File: src/rtl/terrain_gen.sv
// Purpose: generates a random-walk ground profile (160 columns) from an 8-bit Galois LFSR,
//          plots it pixel-by-pixel to a VGA adapter, then serves per-column height lookups.
// Ports:   CLOCK_50/resetn (async active-low); start+seed kick off generation;
//          query_valid/query_x -> height/height_valid one cycle later (READY only);
//          ready/busy status; vga_x/vga_y/vga_colour/vga_plot pixel write stream.
// Latency: GEN is 160 cycles, DRAW is sum(120-height[x]) cycles; lookups have 1-cycle latency.
module terrain_gen #(
    parameter logic [7:0] MIN_H         = 8'd80,
    parameter logic [7:0] MAX_H         = 8'd115,
    parameter logic [2:0] GROUND_COLOUR = 3'b010
) (
    input  logic       CLOCK_50,
    input  logic       resetn,
    input  logic       start,
    input  logic [7:0] seed,
    input  logic       query_valid,
    input  logic [7:0] query_x,
    output logic [7:0] height,
    output logic       height_valid,
    output logic       ready,
    output logic       busy,
    output logic [7:0] vga_x,
    output logic [6:0] vga_y,
    output logic [2:0] vga_colour,
    output logic       vga_plot
);

    typedef enum logic [1:0] {IDLE, GEN, DRAW, READY} state_t;

    localparam logic [8:0] H_SUM    = {1'b0, MIN_H} + {1'b0, MAX_H};
    localparam logic [7:0] MID_H    = H_SUM[8:1];
    localparam logic [7:0] LAST_COL = 8'd159;
    localparam logic [6:0] LAST_ROW = 7'd119;

    state_t     state_q, state_d;
    logic [7:0] lfsr_q, lfsr_d;
    logic [7:0] col_q, col_d;
    logic [7:0] prev_h_q, prev_h_d;
    logic [7:0] px_q, px_d;
    logic [6:0] py_q, py_d;
    logic       plot_q, plot_d;
    logic [2:0] colour_q, colour_d;
    logic       busy_q, busy_d;
    logic       ready_q, ready_d;
    logic       hv_q, hv_d;
    logic [7:0] h_q, h_d;

    // Height table: no reset, only ever read once a full GEN pass has written it.
    logic [7:0] tab_q [160];
    logic       tab_we;

    logic [7:0]        lfsr_next;
    logic signed [9:0] walk_h;
    logic [7:0]        gen_h;

    // Galois LFSR, right-shifting, feedback mask 0xB8.
    assign lfsr_next = {1'b0, lfsr_q[7:1]} ^ (lfsr_q[0] ? 8'hB8 : 8'h00);

    // Random walk from the previous column; signed arithmetic so a step below
    // zero clamps to MIN_H rather than wrapping past MAX_H.
    always_comb begin
        walk_h = $signed({2'b00, prev_h_q});
        case (lfsr_q[1:0])
            2'b00:   walk_h = $signed({2'b00, prev_h_q}) - 10'sd1;
            2'b11:   walk_h = $signed({2'b00, prev_h_q}) + 10'sd1;
            default: walk_h = $signed({2'b00, prev_h_q});
        endcase
        if (col_q == 8'd0) begin
            gen_h = MID_H;
        end else if (walk_h < $signed({2'b00, MIN_H})) begin
            gen_h = MIN_H;
        end else if (walk_h > $signed({2'b00, MAX_H})) begin
            gen_h = MAX_H;
        end else begin
            gen_h = walk_h[7:0];
        end
    end

    always_comb begin
        state_d  = state_q;
        lfsr_d   = lfsr_q;
        col_d    = col_q;
        prev_h_d = prev_h_q;
        px_d     = px_q;
        py_d     = py_q;
        plot_d   = plot_q;
        colour_d = colour_q;
        busy_d   = busy_q;
        ready_d  = ready_q;
        tab_we   = 1'b0;

        // Lookups read the table as it stood before this edge, so a query
        // coinciding with start is answered from the old terrain.
        hv_d = (state_q == READY) && query_valid;
        h_d  = 8'd0;
        if (hv_d) begin
            h_d = (query_x < 8'd160) ? tab_q[query_x] : 8'd120;
        end

        case (state_q)
            IDLE, READY: begin
                if (start) begin
                    state_d = GEN;
                    lfsr_d  = (seed == 8'h00) ? 8'h01 : seed;
                    col_d   = 8'd0;
                    ready_d = 1'b0;
                    busy_d  = 1'b1;
                end
            end
            GEN: begin
                tab_we   = 1'b1;
                prev_h_d = gen_h;
                lfsr_d   = lfsr_next;
                if (col_q == LAST_COL) begin
                    // Column 0 was written 159 cycles ago, so it is readable now.
                    state_d  = DRAW;
                    col_d    = 8'd0;
                    px_d     = 8'd0;
                    py_d     = tab_q[0][6:0];
                    plot_d   = 1'b1;
                    colour_d = GROUND_COLOUR;
                end else begin
                    col_d = col_q + 8'd1;
                end
            end
            DRAW: begin
                if (py_q == LAST_ROW) begin
                    if (px_q == LAST_COL) begin
                        state_d  = READY;
                        ready_d  = 1'b1;
                        busy_d   = 1'b0;
                        px_d     = 8'd0;
                        py_d     = 7'd0;
                        plot_d   = 1'b0;
                        colour_d = 3'b000;
                    end else begin
                        px_d = px_q + 8'd1;
                        py_d = tab_q[px_q + 8'd1][6:0];
                    end
                end else begin
                    py_d = py_q + 7'd1;
                end
            end
            default: state_d = IDLE;
        endcase
    end

    always_ff @(posedge CLOCK_50 or negedge resetn) begin
        if (!resetn) begin
            state_q  <= IDLE;
            lfsr_q   <= 8'h01;
            col_q    <= 8'd0;
            prev_h_q <= 8'd0;
            px_q     <= 8'd0;
            py_q     <= 7'd0;
            plot_q   <= 1'b0;
            colour_q <= 3'b000;
            busy_q   <= 1'b0;
            ready_q  <= 1'b0;
            hv_q     <= 1'b0;
            h_q      <= 8'd0;
        end else begin
            state_q  <= state_d;
            lfsr_q   <= lfsr_d;
            col_q    <= col_d;
            prev_h_q <= prev_h_d;
            px_q     <= px_d;
            py_q     <= py_d;
            plot_q   <= plot_d;
            colour_q <= colour_d;
            busy_q   <= busy_d;
            ready_q  <= ready_d;
            hv_q     <= hv_d;
            h_q      <= h_d;
        end
    end

    always_ff @(posedge CLOCK_50) begin
        if (tab_we) begin
            tab_q[col_q] <= gen_h;
        end
    end

    assign height       = h_q;
    assign height_valid = hv_q;
    assign ready        = ready_q;
    assign busy         = busy_q;
    assign vga_x        = px_q;
    assign vga_y        = py_q;
    assign vga_colour   = colour_q;
    assign vga_plot     = plot_q;

endmodule

File: config.mk
export PLATFORM = sky130hd
export DESIGN_NAME = terrain_gen
export DESIGN_NICKNAME = d
export VERILOG_FILES = /design/src/rtl/terrain_gen.sv
export SDC_FILE = /design/constraint.sdc
export NUM_CORES = 2
export LEC_CHECK = 0
export CORE_MARGIN = 5
export CORE_UTILIZATION = 35
export DETAILED_ROUTE_END_ITERATION = 10
export HOLD_SLACK_MARGIN = 0.12
export PLACE_DENSITY = 0.48
export SETUP_SLACK_MARGIN = 0.5
export SLEW_MARGIN = 20
export SYNTH_ARGS = -nofsm -noshare
export SYNTH_HDL_FRONTEND = slang
export SYNTH_SLANG_ARGS = --single-unit
File: constraint.sdc
create_clock -name CLOCK_50 -period 11.7 [get_ports CLOCK_50]
set_input_delay 1.17 -clock CLOCK_50 [delete_from_list [all_inputs] [get_ports CLOCK_50]]
set_output_delay 1.17 -clock CLOCK_50 [all_outputs]
set_load 0.005 [all_outputs]
# --- Yosys cells after proc, flatten, opt, wreduce, memory -nomap -nowiden ---
# Memory sizes are Yosys's and may differ from the RTL's.
# Cells that the tools add are included.
totals:
  reg_bits: 56
  in_bits: 20
  output_inout_bits: 30
  ram_bits: 1280
  mem_count: 1
  word_cells: 91
mem_list:
  columns: ["memory", "depth", "width", "rd", "rd_clocked_by_memory_dff", "wr", "line_no", "rtl"]
  rows:
  - ["tab_q", 160, 8, 3, 0, 1, "49", "logic [7:0] tab_q [160];"]
op_classes:
  order_cmp: 3
  n_mux: 43
  n_eq_ne: 11
  n_bitwise: 1
  n_reduce_logical: 15
  add_sub_neg: 5
op_table:
  columns: ["operator", "n"]
  rows:
  - ["$mux W8", 13]
  - ["$pmux W8 S2", 3]
  - ["$mux W7", 3]
  - ["$pmux W10 S2", 1]
  - ["$add A8 B1 Y8 const B", 2]
  - ["$eq A8 B8 Y1 const B", 2]
  - ["$logic_not A8 Y1", 2]
  - ["$pmux W7 S2", 1]
  - ["$reduce_and A4 Y1", 3]
  - ["$gt A10 B8 Y1 const B", 1]
  - ["$lt A10 B8 Y1 const B", 1]
  - ["$mux W1", 10]
  - ["$add A8 B1 Y9 const B", 1]
  - ["$mux W3", 3]
  - ["$sub A8 B1 Y9 const B", 1]
  - ["$lt A8 B8 Y1 const B", 1]
  - ["$mux W2", 4]
  - ["$ne A2 B2 Y1 const B", 4]
  - ["$xor A7 B8 Y8", 1]
  - ["$add A7 B1 Y7 const B", 1]
  - ["$eq A7 B7 Y1 const B", 1]
  - ["$eq A2 B2 Y1 const B", 3]
  - ["$pmux W1 S2", 3]
  - ["$pmux W2 S3", 1]
  - ["8 further kinds", 12]

# --- Depth between registers and ports, before layout ---
depth:
  word_depth: 6
  mapped_depth: 13
  mapped_depth_nobuf: 10

# --- Least setup slack after synthesis ---
# Ideal clock, no wire load.
synth_timing:
  kind: "register -> register"
  start: "register lfsr_q[0]"
  end: "memory tab_q[0][1], data pin"
  period_less_slack_ns: 10.008
  t_required_ns: 10.208
  arrival_time_ns: 8.516
  path_stages_with_launch: 9
  setup_slack_ns: 1.692
  setup_ns: 1.492
  path_buffers: 2
  cell_sequence: "dfstp_2 clkbuf_1 inv_1 ha_1 clkbuf_1 nor4_1 a221o_1 o21ai_0 a211oi_1"
synth_between:
  elab_chain_len: 6
  word_cells_on_any_way: 8
  cone_classes: "order compare (2); eq/ne (1); mux (4); reduce/logical (1)"
synth_lines:
  columns: ["item", "line_no", "rtl"]
  rows:
  - ["start, declared", "36", "logic [7:0] lfsr_q, lfsr_d;"]
  - ["start signal, assigned", "164", "lfsr_q <= lfsr_d;"]
  - ["$eq A2 B2 Y1 / $logic_not A2 Y1 (equally long branches)", "63", "case (lfsr_q[1:0])"]
  - ["$pmux W10 S2 *", "63", null]
  - ["$gt A10 B8 Y1", "72", "end else if (walk_h > $signed({2'b00, MAX_H})) begin"]
  - ["$mux W8", "72", null]
  - ["$mux W8 *", "70", "end else if (walk_h < $signed({2'b00, MIN_H})) begin"]
  - ["$mux W8 *", "68", "if (col_q == 8'd0) begin"]
  - ["named net gen_h[1]", "54", "logic [7:0] gen_h;"]
  - ["end, declared", "49", null]
# The timed path passes the listed nets; every way through them passes the cells marked *.

# --- Worst setup path after layout ---
layout_timing:
  start: "register px_q[0], in the netlist vga_x[0]"
  end: "register py_q[4], in the netlist vga_y[4]"
layout_between:
  elab_chain_len: 5
  word_cells_on_any_way: 6
  cone_classes: "add/sub (1); eq/ne (1); mux (3); memory (1)"
layout_lines:
  columns: ["item", "line_no", "rtl"]
  rows:
  - ["start, declared", "39", "logic [7:0] px_q, px_d;"]
  - ["start signal, assigned", "167", "px_q <= px_d;"]
  - ["$add A8 B1 Y8", "138", "py_d = tab_q[px_q + 8'd1][6:0];"]
  - ["$mem_v2 Z160 W8", null, null]
  - ["$mux W7 *", "128", "if (px_q == LAST_COL) begin"]
  - ["$mux W7 *", "127", "if (py_q == LAST_ROW) begin"]
  - ["$pmux W7 S2 *", "100", "case (state_q)"]
  - ["end signal, assigned", "168", "py_q <= py_d;"]
  - ["end, declared", "40", "logic [6:0] py_q, py_d;"]
# Every way passes the cells marked *; elsewhere a longest branch is shown, timed or not.
# A chain may end at the register's enable or synchronous reset.

==> impl_metrics.csv <==
group,metric,value,unit
layout,final_cells,5920,
synth,synth_warnings,0,
critical_path,crit_type,"flop to flop",
sta,min_period_over_period,0.463,
clock_network,root_buffer,"clkbuf_16",
sta,worst_slack,6.28,ns
layout,fillers,15600,
grt,grt_pass1_wl,278000,um
floorplanning,start_util,0.351,
placed_design,placed_cell_area,66400,um^2
detailed_routing,drtIter0Drc,4101,
layout,layout-drive-gt1-share,0.320,
sta,final_max_slew_viol_count,0,
critical_path,required,12.31,ns
clock_network,numCtsBuffers,148,
detailed_routing,avgRoutedWirePerCell,33.6,um
sta,fin_crit,5.42,ns
layout,postLayoutCellArea,71100,um^2
floorplanning,die_y,430,um
floorplanning,chipWidth,430,um
floorplanning,dieArea,185000,um^2
sta,timing_hold_violations_final,0,
clock_network,hold_buffers,0,
sta,rsz0062_at_grt,"no",
sta,tns,0,ns
placed_design,gp_congestion,0.901,
synth,ys.flop_type,"edfxtp_1",
power_and_ir_drop,leakage,0.0224,uW
layout,multi_input_area,22200,um^2
detailed_routing,vias_per_cell,5.80,
placed_design,dp_hpwl,128000,um
synth,synth_edf_count,1280,
grt,grt_pass1_vias,35100,
power_and_ir_drop,power.total,12200,uW
layout,regArea,39800,um^2
synth,synth_area,61700,um^2
clock_network,cts_tree,"built",
clock_network,cts-resized-gates,0,
sta,clock_skew,0.0271,ns
synth,netlist_instances,3052,
floorplanning,core_area,176000,um^2
placed_design,place_ws,5.93,ns
critical_path,worstSetupEndpointType,"flop",
worst_hold_path,hp-class,"flop to flop",
sta,worstMarginPinSlew,1.21,ns
floorplanning,top_level_ports,50,
outcome,status,"complete, no violations",
grt,grt_overflow_total,0,
sta,fmax,0.185,GHz
critical_path,arrival,6.02,ns
synth,async_flop_share,0.0398,
synth,synth.distinct_cells,63,
detailed_routing,drc_errors,0,
placed_design,portBuffers,47,
layout,fin_nets,3495,
clock_network,cts_setup_buffers,0,
critical_path,critPathMaxFanout,35,
synth,syn_area_per_cell,20.2,um^2
synth,ys_ff_latch,1333,
clock_network,clockBufferDepth,3,
power_and_ir_drop,cellPowerDensity,172,nW/um^2
layout,area_growth,15.2,%
floorplanning,rows,154,
grt,antenna_found_initial,11,
grt,grt_max_degree,113,
detailed_routing,first_pass_iters,6,
sta,finalSetupViolations,0,
sta,relSlewSlack,0.188,
critical_path,critPathLaunchType,"flop",
detailed_routing,ant_nets,0,
power_and_ir_drop,vdd_drop_max,0.000104,V
clock_network,cts.htree.levels,4,
synth,synth-seq-area-share,0.644,
detailed_routing,dr_total_vias,34300,
placed_design,placed_cells,5648,
grt,grt_util_all_layers,0.213,
detailed_routing,finalWirelength,199000,um
clock_network,cts.clk_slew.worst_paths,0.06,ns
job,max_cap_viol_count,0,
clock_network,cts_sinks,1333,
clock_network,clk_latency,0.78,ns
path summary, 6_finish.rpt:
kind / start / to / slack, ns / depth (start not counted)
min reg2reg: lfsr_q[7] / lfsr_q[7] / 0.49 / 2
min in group asynchronous: resetn / prev_h_q[6] / 0.58 / 2
min: lfsr_q[7] / lfsr_q[7] / 0.49 / 2
max: vga_x[0] / vga_y[4] / 6.28 / 9
max reg2reg: vga_x[0] / vga_y[4] / 6.28 / 9
max in group asynchronous: resetn / vga_x[0] / 10.45 / 2
through the flow:
| step | hold WS (ns) | util |
|---|---|---|
| 2_1_floorplan | 0.450 | - |
| 3_3_place_gp | 0.464 | 0.377 |
| 3_5_place_dp | 0.482 | 0.378 |
| 4_1_cts | 0.494 | 0.404 |
| 5_1_grt | 0.552 | 0.405 |
| 6_report | 0.489 | 0.405 |
flip-flops by register name, indices dropped and copies added (netlist names):
name          flops
busy              1
col_q             8
height            8
height_valid      1
lfsr_q            8
prev_h_q          8
ready             1
state_q           2
tab_q          1280
vga_colour        1
vga_x             8
vga_y             7
per-layer routing:
layer,vias up,wire [um],part of all wire,GRT usage
met2,1580,96200,0.48,0.343
li1,13600,-,-,-
met5,-,13,0.000065,0
met4,2,5820,0.029,0.0634
met3,275,14600,0.073,0.0410
met1,18800,82200,0.41,0.296
Yosys cell counts, drive strengths merged (4+ instances only):
cell	count	area share
xnor2	10	0.0017
nand2	117	0.0071
a22oi	6	0.00073
inv	16	0.00097
xor2	5	0.00071
a311oi	4	0.00057
o21ai	54	0.0044
and3	16	0.0016
nor2	197	0.012
mux4	739	0.27
mux2	9	0.0016
nand4	9	0.00091
buf	143	0.013
nor3	11	0.00089
edfxtp	1280	0.62
o22ai	12	0.0012
or3	5	0.00051
nor2b	22	0.0022
nor4	10	0.0010
a31oi	18	0.0018
dfrtp	52	0.021
o31ai	9	0.0011
or2	5	0.00051
a211oi	21	0.0026
clkbuf	91	0.0055
nand3	47	0.0038
ha	14	0.0028
o211ai	6	0.00073
a2111oi	6	0.00085
mux2i	46	0.0075
nand2b	6	0.00061
a21oi	23	0.0019
power breakdown:
part | total, uW | switching [uW] | leakage, uW | internal (uW)
clock network | 4520 | 1920 | 0.00226 | 2600
registers | 5900 | 97.2 | 0.0124 | 5800
logic | 1820 | 1280 | 0.00768 | 545
total | 12200 | 3290 | 0.0224 | 8950
logic make-up after synthesis:
kind of cell,share of synthesized area
buffers and inverters,0.0195
muxes,0.279
other,0.000122
and+or+nand+nor,0.0323
DFF,0.644
xor gates and xnor gates,0.00237
adders and majority gates,0.00284
AOI/OAI and AO/OA,0.0202
final cells by class:
type / count / share of cell area
sequential: 1333 / 0.559
multi-input combinational: 1789 / 0.312
clock buffer: 185 / 0.0558
tap: 2340 / 0.0412
timing repair buffer: 173 / 0.0214
clock inverter: 80 / 0.00966
inverter: 16 / 0.000844
antenna: 4 / 0.000141
worst max-delay path, cell delays in order, from the launching register on:
cell and delay, ns:
dfrtp_4 0.68, ha_4 0.64, buf_4 0.59, buf_4 0.74, mux4_2 0.59, and2_1 0.17
a211oi_1 0.62, a2111oi_0 0.19, o31ai_1 0.72, a221oi_1 0.21
cell usage in the layout (no fill, tap or decap), types with 7 or more instances in the layout:
cell type           n
a211oi_1           20
xnor2_1             7
nand3_1            46
mux2i_1            46
a31oi_1            18
and3_1             16
bufinv_16           9
clkinvlp_4          8
clkinv_2           20
clkbuf_16         152
clkinv_1           30
o22ai_1            12
o31ai_1             9
nor2_2             34
mux2_2              9
nor3_1             11
conb_1            322
buf_4             121
a21oi_1            23
nor2_1            162
dfrtp_1            51
inv_6               7
edfxtp_1         1280
clkbuf_1           29
nand2_1           115
clkdlybuf4s50_1    41
inv_1              16
nand4_1             9
ha_1               12
mux4_2            739
nor2b_1            20
nor4_1             10
o21ai_0            51
Power figures use the tool's default switching activity.
